File: config.mk
export PLATFORM = sky130hd
export DESIGN_NAME = fetch_queue
export DESIGN_NICKNAME = d
export VERILOG_FILES = /design/src/rtl/fetch_queue.sv
export SDC_FILE = /design/constraint.sdc
export NUM_CORES = 1
export LEC_CHECK = 0
export BUFFER_PORTS_ARGS = -buffer_cell sky130_fd_sc_hd__buf_2
export CAP_MARGIN = 20
export CORE_UTILIZATION = 65
export CTS_CLUSTER_SIZE = 12
export DETAILED_ROUTE_END_ITERATION = 12
export GPL_TIMING_DRIVEN = 0
export PLACE_DENSITY = 0.95
export SETUP_SLACK_MARGIN = 0.02
export SYNTH_ARGS = -nofsm -noshare
export SYNTH_HDL_FRONTEND = slang
export SYNTH_SLANG_ARGS = --single-unit
File: constraint.sdc
create_clock -name clk -period 11.1 [get_ports clk]
set_input_delay 0.555 -clock clk [delete_from_list [all_inputs] [get_ports clk]]
set_output_delay 0.555 -clock clk [all_outputs]
set_load 0.05 [all_outputs]
File: src/rtl/fetch_queue.sv
// fetch_queue: decoupling queue between instruction fetch and decode.
// Fetch pushes up to two instructions per cycle; decode is shown the two
// oldest entries and pops everything it was shown unless it stalls.
// Optional build macro: FETCH_QUEUE_BYPASS_EN (an empty queue forwards the
// incoming instructions to decode in the same cycle).
//
// Handshakes: a push happens on a clk edge where in_valid && in_ready; in_ready
// depends only on registered occupancy, so fetch may raise in_valid without
// waiting for it. A pop happens on an edge where valid && !next_stalled and
// removes exactly out_count entries. clear and reset drop both that cycle.

package fetch_queue_pkg;
  typedef struct packed {
    logic [31:0] pc;
    logic [31:0] instr;
  } fetched_instruction;
endpackage

module fetch_queue
  import fetch_queue_pkg::*;
#(
  parameter int DEPTH = 8
) (
  input  logic                     clk,
  input  logic                     reset,
  input  logic                     clear,
  input  logic                     in_valid,
  input  logic [1:0]               in_count,
  input  fetched_instruction       instr_in_1,
  input  fetched_instruction       instr_in_2,
  output logic                     in_ready,
  input  logic                     next_stalled,
  output logic                     valid,
  output fetched_instruction       instruction_1,
  output fetched_instruction       instruction_2,
  output logic [1:0]               out_count,
  output logic [$clog2(DEPTH):0]   occupancy
);

  localparam int AW = $clog2(DEPTH);
  localparam int OW = AW + 1;

  fetched_instruction mem [DEPTH];

  logic [AW-1:0] head;
  logic [AW-1:0] tail;
  logic [AW-1:0] head_p1;
  logic [AW-1:0] tail_p1;
  logic [OW-1:0] occ;
  logic [1:0]    in_eff;
  logic [1:0]    q_cnt;
  logic [1:0]    push_n;
  logic [1:0]    pop_n;
  logic          push_ok;

  // Pointer arithmetic wraps naturally because DEPTH is a power of two.
  assign head_p1   = head + AW'(1);
  assign tail_p1   = tail + AW'(1);
  assign in_eff    = (in_count == 2'd3) ? 2'd2 : in_count;
  // Conservative: room for a full 2-wide push regardless of this cycle's pop.
  assign in_ready  = (occ <= OW'(DEPTH - 2));
  assign push_ok   = in_valid && in_ready;
  assign q_cnt     = (occ >= OW'(2)) ? 2'd2 : occ[1:0];
  assign occupancy = occ;

  // Output selection and push/pop amounts for this cycle.
  always_comb begin
    out_count     = q_cnt;
    instruction_1 = (occ != '0)     ? mem[head]    : '0;
    instruction_2 = (occ >= OW'(2)) ? mem[head_p1] : '0;
    push_n        = push_ok ? in_eff : 2'd0;
    pop_n         = (q_cnt != 2'd0 && !next_stalled) ? q_cnt : 2'd0;
`ifdef FETCH_QUEUE_BYPASS_EN
    // Empty queue: show the inputs directly; store them only if decode stalls.
    if (occ == '0 && push_ok) begin
      out_count     = in_eff;
      instruction_1 = (in_eff != 2'd0) ? instr_in_1 : '0;
      instruction_2 = (in_eff == 2'd2) ? instr_in_2 : '0;
      pop_n         = 2'd0;
      push_n        = next_stalled ? in_eff : 2'd0;
    end
`endif
    valid = (out_count != 2'd0);
  end

  // Pointer and occupancy update; reset beats clear, clear beats push/pop.
  always_ff @(posedge clk) begin
    if (reset || clear) begin
      head <= '0;
      tail <= '0;
      occ  <= '0;
    end else begin
      head <= head + AW'(pop_n);
      tail <= tail + AW'(push_n);
      occ  <= occ + OW'(push_n) - OW'(pop_n);
    end
  end

  // Storage writes in program order; contents need no reset.
  always_ff @(posedge clk) begin
    if (!reset && !clear) begin
      if (push_n != 2'd0) mem[tail]    <= instr_in_1;
      if (push_n == 2'd2) mem[tail_p1] <= instr_in_2;
    end
  end

endmodule

Word-level counts from Yosys, hierarchy flattened
Memory sizes are Yosys's and may differ from the RTL's. A register that Yosys moved wholly into a read port is not among the register bits.
Index checks and enable logic that the tools add are counted.
{ "op_classes": {"n_reduce_logical": 10, "n_lt_le_gt_ge": 2, "mux": 13, "eq_ne": 2, "n_addsub": 6} }
{ "ops": {"columns": ["operator", "count"], "rows": [
  ["2-to-1 mux 64 bit", 2],
  ["2-to-1 mux 2 bit", 4],
  ["adder 3 x 1 -> 3 bit (second input constant)", 2],
  ["adder 3 x 2 -> 3 bit", 2],
  ["2-to-1 mux 1 bit", 6],
  ["adder 4 x 2 -> 4 bit", 1],
  ["equality test 2 bit (second input constant)", 2],
  [">= comparator 4 x 2 -> 1 bit (second input constant)", 1],
  ["less-or-equal comparator 4 x 3 -> 1 bit (second input constant)", 1],
  ["nonzero test 2 bit", 2],
  ["nonzero test 4 bit", 1],
  ["subtractor 4 x 2 -> 4 bit", 1],
  ["logical AND 1 bit", 3],
  ["zero test 1 bit", 3],
  ["2-to-1 mux 3 bit", 1],
  ["logical OR 1 bit", 1]
]} }
{ "totals": {"elab_cells": 37, "mem_bits_rw": 512, "out_inout_bits": 136, "mem_count": 1, "input_bits": 135, "reg_bits": 10} }
{ "memory_table": {"columns": ["memory", "depth", "width", "read_ports", "rd_ports_with_merged_regs", "wr", "line_no", "rtl"], "rows": [
  ["mem", 8, 64, 2, 1, 2, "43", "fetched_instruction mem [DEPTH];"]
]} }

Depth between registers and ports, before layout
{ "logic_depth": {"ltp_word": 7, "mapped_depth": 12, "depth_no_buf": 12} }

Worst setup path after synthesis
No wires, ideal clock.
{ "synth_path": {"kind": "reg2reg", "start": "reg occ[3] (netlist: occupancy[3])", "end": "mem mem[0][0] (netlist name) (enable)", "setup_ns": 0.581, "arrival_time_ns": 6.790, "slack_ns": 3.730, "required_time_ns": 10.519, "period_less_slack_ns": 7.370, "path_buffers": 0, "path_stages_with_launch": 7, "cell_sequence": "dfxtp_1 -> inv_1 -> ha_1 -> and3_1 -> nor2_2 -> nand4b_1 -> o31ai_1"} }
{ "synth_rtl": {"columns": ["element", "line_no", "rtl"], "rows": [
  ["from (decl)", "49", "logic [OW-1:0] occ;"],
  ["from (signal assigned)", "95", "occ <= occ + OW'(push_n) - OW'(pop_n);"],
  ["to (decl)", "43", null]
]} }

==> impl_metrics.py <==
metrics = {
    "outcome": {
        "status": "completed",
    },
    "synthesis": {
        "synthFlopType": "edfxtp_1",
        "synth-seq-area-share_pct": 49.0,
        "synth_seq_cells": 522,
        "yosysTopAreaCell": "edfxtp_1",
        "synthTopCellsByCount": "512 x edfxtp_1, 384 x mux2i_1, 306 x mux2_2",
        "ys_types": 45,
        "synthArstFlopShare_pct": 0,
        "yosys.area_share.adder_pct": 0.646,
        "avgSynthCellArea_um2": 13.8,
        "synth_top_cell_area_share_pct": 48.4,
        "synth-xor-area-share_pct": 0.165,
        "muxShareOfSynthArea_pct": 32.3,
        "synth_edf_count": 512,
        "synth_compound_area_share_pct": 8.28,
        "synth_simple_gate_area_share_pct": 5.95,
        "syn_nets": 2444,
        "ys_top_cells_by_area": "edfxtp_1 48%, mux2i_1 12%, mux2_2 11%",
        "yosysMostFrequentCell": "edfxtp_1",
        "netlist_instances": 2295,
        "syn_area_um2": 31800,
        "synth_top_family_by_area": "multiplexers",
        "yosys_warnings": 0,
    },
    "critical_path": {
        "cp.required_ns": 10.55,
        "crit_type": "reg -> out",
        "arrival_ns": 4.23,
        "r2r_slack_ns": 7.48,
        "worstPathMaxFanout": 10,
        "startpoint_type": "flop",
        "cp-end-kind": "primary output",
    },
    "clock_tree": {
        "clkSinkCount": 522,
        "insertion_delay_ns": 0.66,
        "cts.clk_slew.worst_paths_ns": 0.06,
        "cts_buffers": 55,
        "cts_tree": "done",
        "cts_hold_buf": 0,
        "cts_resized": 0,
        "htreeDepth": 2,
        "cts_root_buf": "clkbuf_16",
        "clock_path_buffers": 3,
        "cts_setup_buffers": 0,
    },
    "die": {
        "ios": 271,
        "fp.dieH_um": 223,
        "rows": 80,
        "die_w_um": 223,
        "initial_core_util_pct": 66.2,
        "dieArea_um2": 49700,
        "coreArea_um2": 47900,
    },
    "pwr": {
        "vdd_drop_max_mv": 0.197,
        "power_leakage_uw": 0.0131,
        "p_comb_share_pct": 36.9,
        "power_switching_uw": 2550,
        "swShare_pct": 40.6,
        "internal_power_uw": 3730,
        "power_frac_seq_pct": 35.3,
        "clkPwrFrac_pct": 27.8,
        "power_density_nw_per_um2": 173,
    },
    "sta": {
        "rsz0062_at_grt": "false",
        "hold_ws_ns": 0.220,
        "hold_viol": 0,
        "min_period_over_period_pct": 43.1,
        "min_period_ns": 4.79,
        "fmax_ghz": 0.209,
        "worst_slew_pin_slew_ns": 1.07,
        "setup_violations": 0,
        "finalSetupTns_ns": 0,
        "finalWorstSetupSlack_ns": 6.31,
        "finClkSkew_ns": 0.0245,
        "final_max_slew_viol_count": 0,
        "slew_headroom_pct": 27.0,
    },
    "layout": {
        "drive_above_1_share_pct": 35.8,
        "seqCellArea_um2": 15600,
        "areaGrowthSynthToFinish_pct": 14.4,
        "nNetsFinal": 2802,
        "fin_area_um2": 36300,
        "fillers": 2601,
        "multi_input_area_um2": 15100,
    },
    "drt": {
        "wire_per_inst_um": 33.9,
        "vias": 26115,
        "drtPass1Iterations": 7,
        "drtIter0Drc": 4942,
        "routed_wl_um": 113000,
        "drc": 0,
        "viasPerCell": 7.82,
        "ant_nets": 0,
    },
    "global_route": {
        "busiest_layer": "met2",
        "globalRouteOverflowTotal": 0,
        "use_met1_pct": 52.6,
        "grt_pass1_vias": 25936,
        "grt_start_max_net_pins": 24,
        "groute.layer.met3.usage_pct": 15.3,
        "grt_use_total_pct": 43.8,
        "grt_pass1_wl_um": 161000,
        "antenna_found_initial": 30,
        "grt_use_met2_pct": 65.8,
    },
    "placement": {
        "place_congestion": 0.924,
        "dp_slack_ns": 7.41,
        "portBuffers": 270,
        "placed_area_um2": 34600,
        "place_hpwl_um": 69100,
    },
    "flow_run": {
        "maxCapViolations": 0,
    },
    "hold_path": {
        "hold_path.class": "in -> reg",
    },
}
## flip-flops by register name (all words and copies together) (netlist names)
name       cells
mem          512
occupancy      4
head           3
tail           3
## worst paths after layout
| kind | start | endpoint | cells past startpoint |
|---|---|---|---|
| worst max-delay path | head[1]$_SDFF_PP0_ | instruction_1[6] | 8 |
| worst min-delay path | reset | head[0]$_SDFF_PP0_ | 3 |
| worst max register to register | occupancy[2]$_SDFF_PP0_ | occupancy[3]$_SDFF_PP0_ | 12 |
| worst min register to register | tail[2]$_SDFF_PP0_ | tail[2]$_SDFF_PP0_ | 2 |
## layer usage
metal  wire, um  vias to the layer above
met2      48900                     3016
met4       9570                       16
met3      18000                      909
met5        126                        -
met1      36500                    12250
li1           -                     9924
## power groups by stage
stage          registers, uW  logic, uW  clock network (uW)
2_1_floorplan           2270       1510                   0
4_1_cts                 2220       2220                1710
6_report                2220       2320                1750
3_3_place_gp            2260       2140                   0
5_1_grt                 2220       2340                1790
3_5_place_dp            2260       2200                   0
## critical path, cell delays in order (launching register included)
cell      delay, ns
dfxtp_1        0.37
buf_2          0.34
buf_4          0.29
buf_4          0.25
buf_4          0.30
clkbuf_1       0.68
a211oi_1       0.22
nor4_1         0.68
buf_2          0.39
## metrics by stage
step           instances  total power [uW]  utilization, %
2_1_floorplan       2295              3780               -
3_3_place_gp        3180              4400            70.7
3_5_place_dp        3210              4460            72.3
4_1_cts             3311              6150            75.6
5_1_grt             3327              6350            75.7
6_report            3339              6290            75.8
## cells in the final DEF, fill, tap and decap left out, drive strengths merged, types with 5 or more instances in the layout
cell type  instances
nor2              14
ha                10
nor4              65
o21ai              5
a22oi            128
and3              66
buf              417
and2               5
clkinv            25
edfxtp           512
nor2b            134
a211oi            64
mux2             512
clkbuf           162
inv               17
mux2i            384
diode             27
dfxtp             10
a22o              64
a2111oi           64
## kinds of logic after synthesis
family | after synthesis
buffers and inverters | 220
AO/OA/AOI/OAI | 331
AND/OR/NAND/NOR | 306
flip-flops | 522
adder cells (fa/ha/maj) | 14
multiplexers | 896
XOR/XNOR | 6
## final cells by class
| class | instances | share of cell area, % |
|---|---|---|
| repair buffers | 301 | 5.58 |
| clock inverters | 29 | 0.437 |
| inverters | 14 | 0.145 |
| plain buffers | 206 | 2.98 |
| flip-flops and latches | 522 | 42.9 |
| clock buffers | 72 | 4.02 |
| well taps | 615 | 2.12 |
| diodes | 27 | 0.186 |
| multi-input cells | 1553 | 41.7 |
Power figures use the tool's default switching activity.
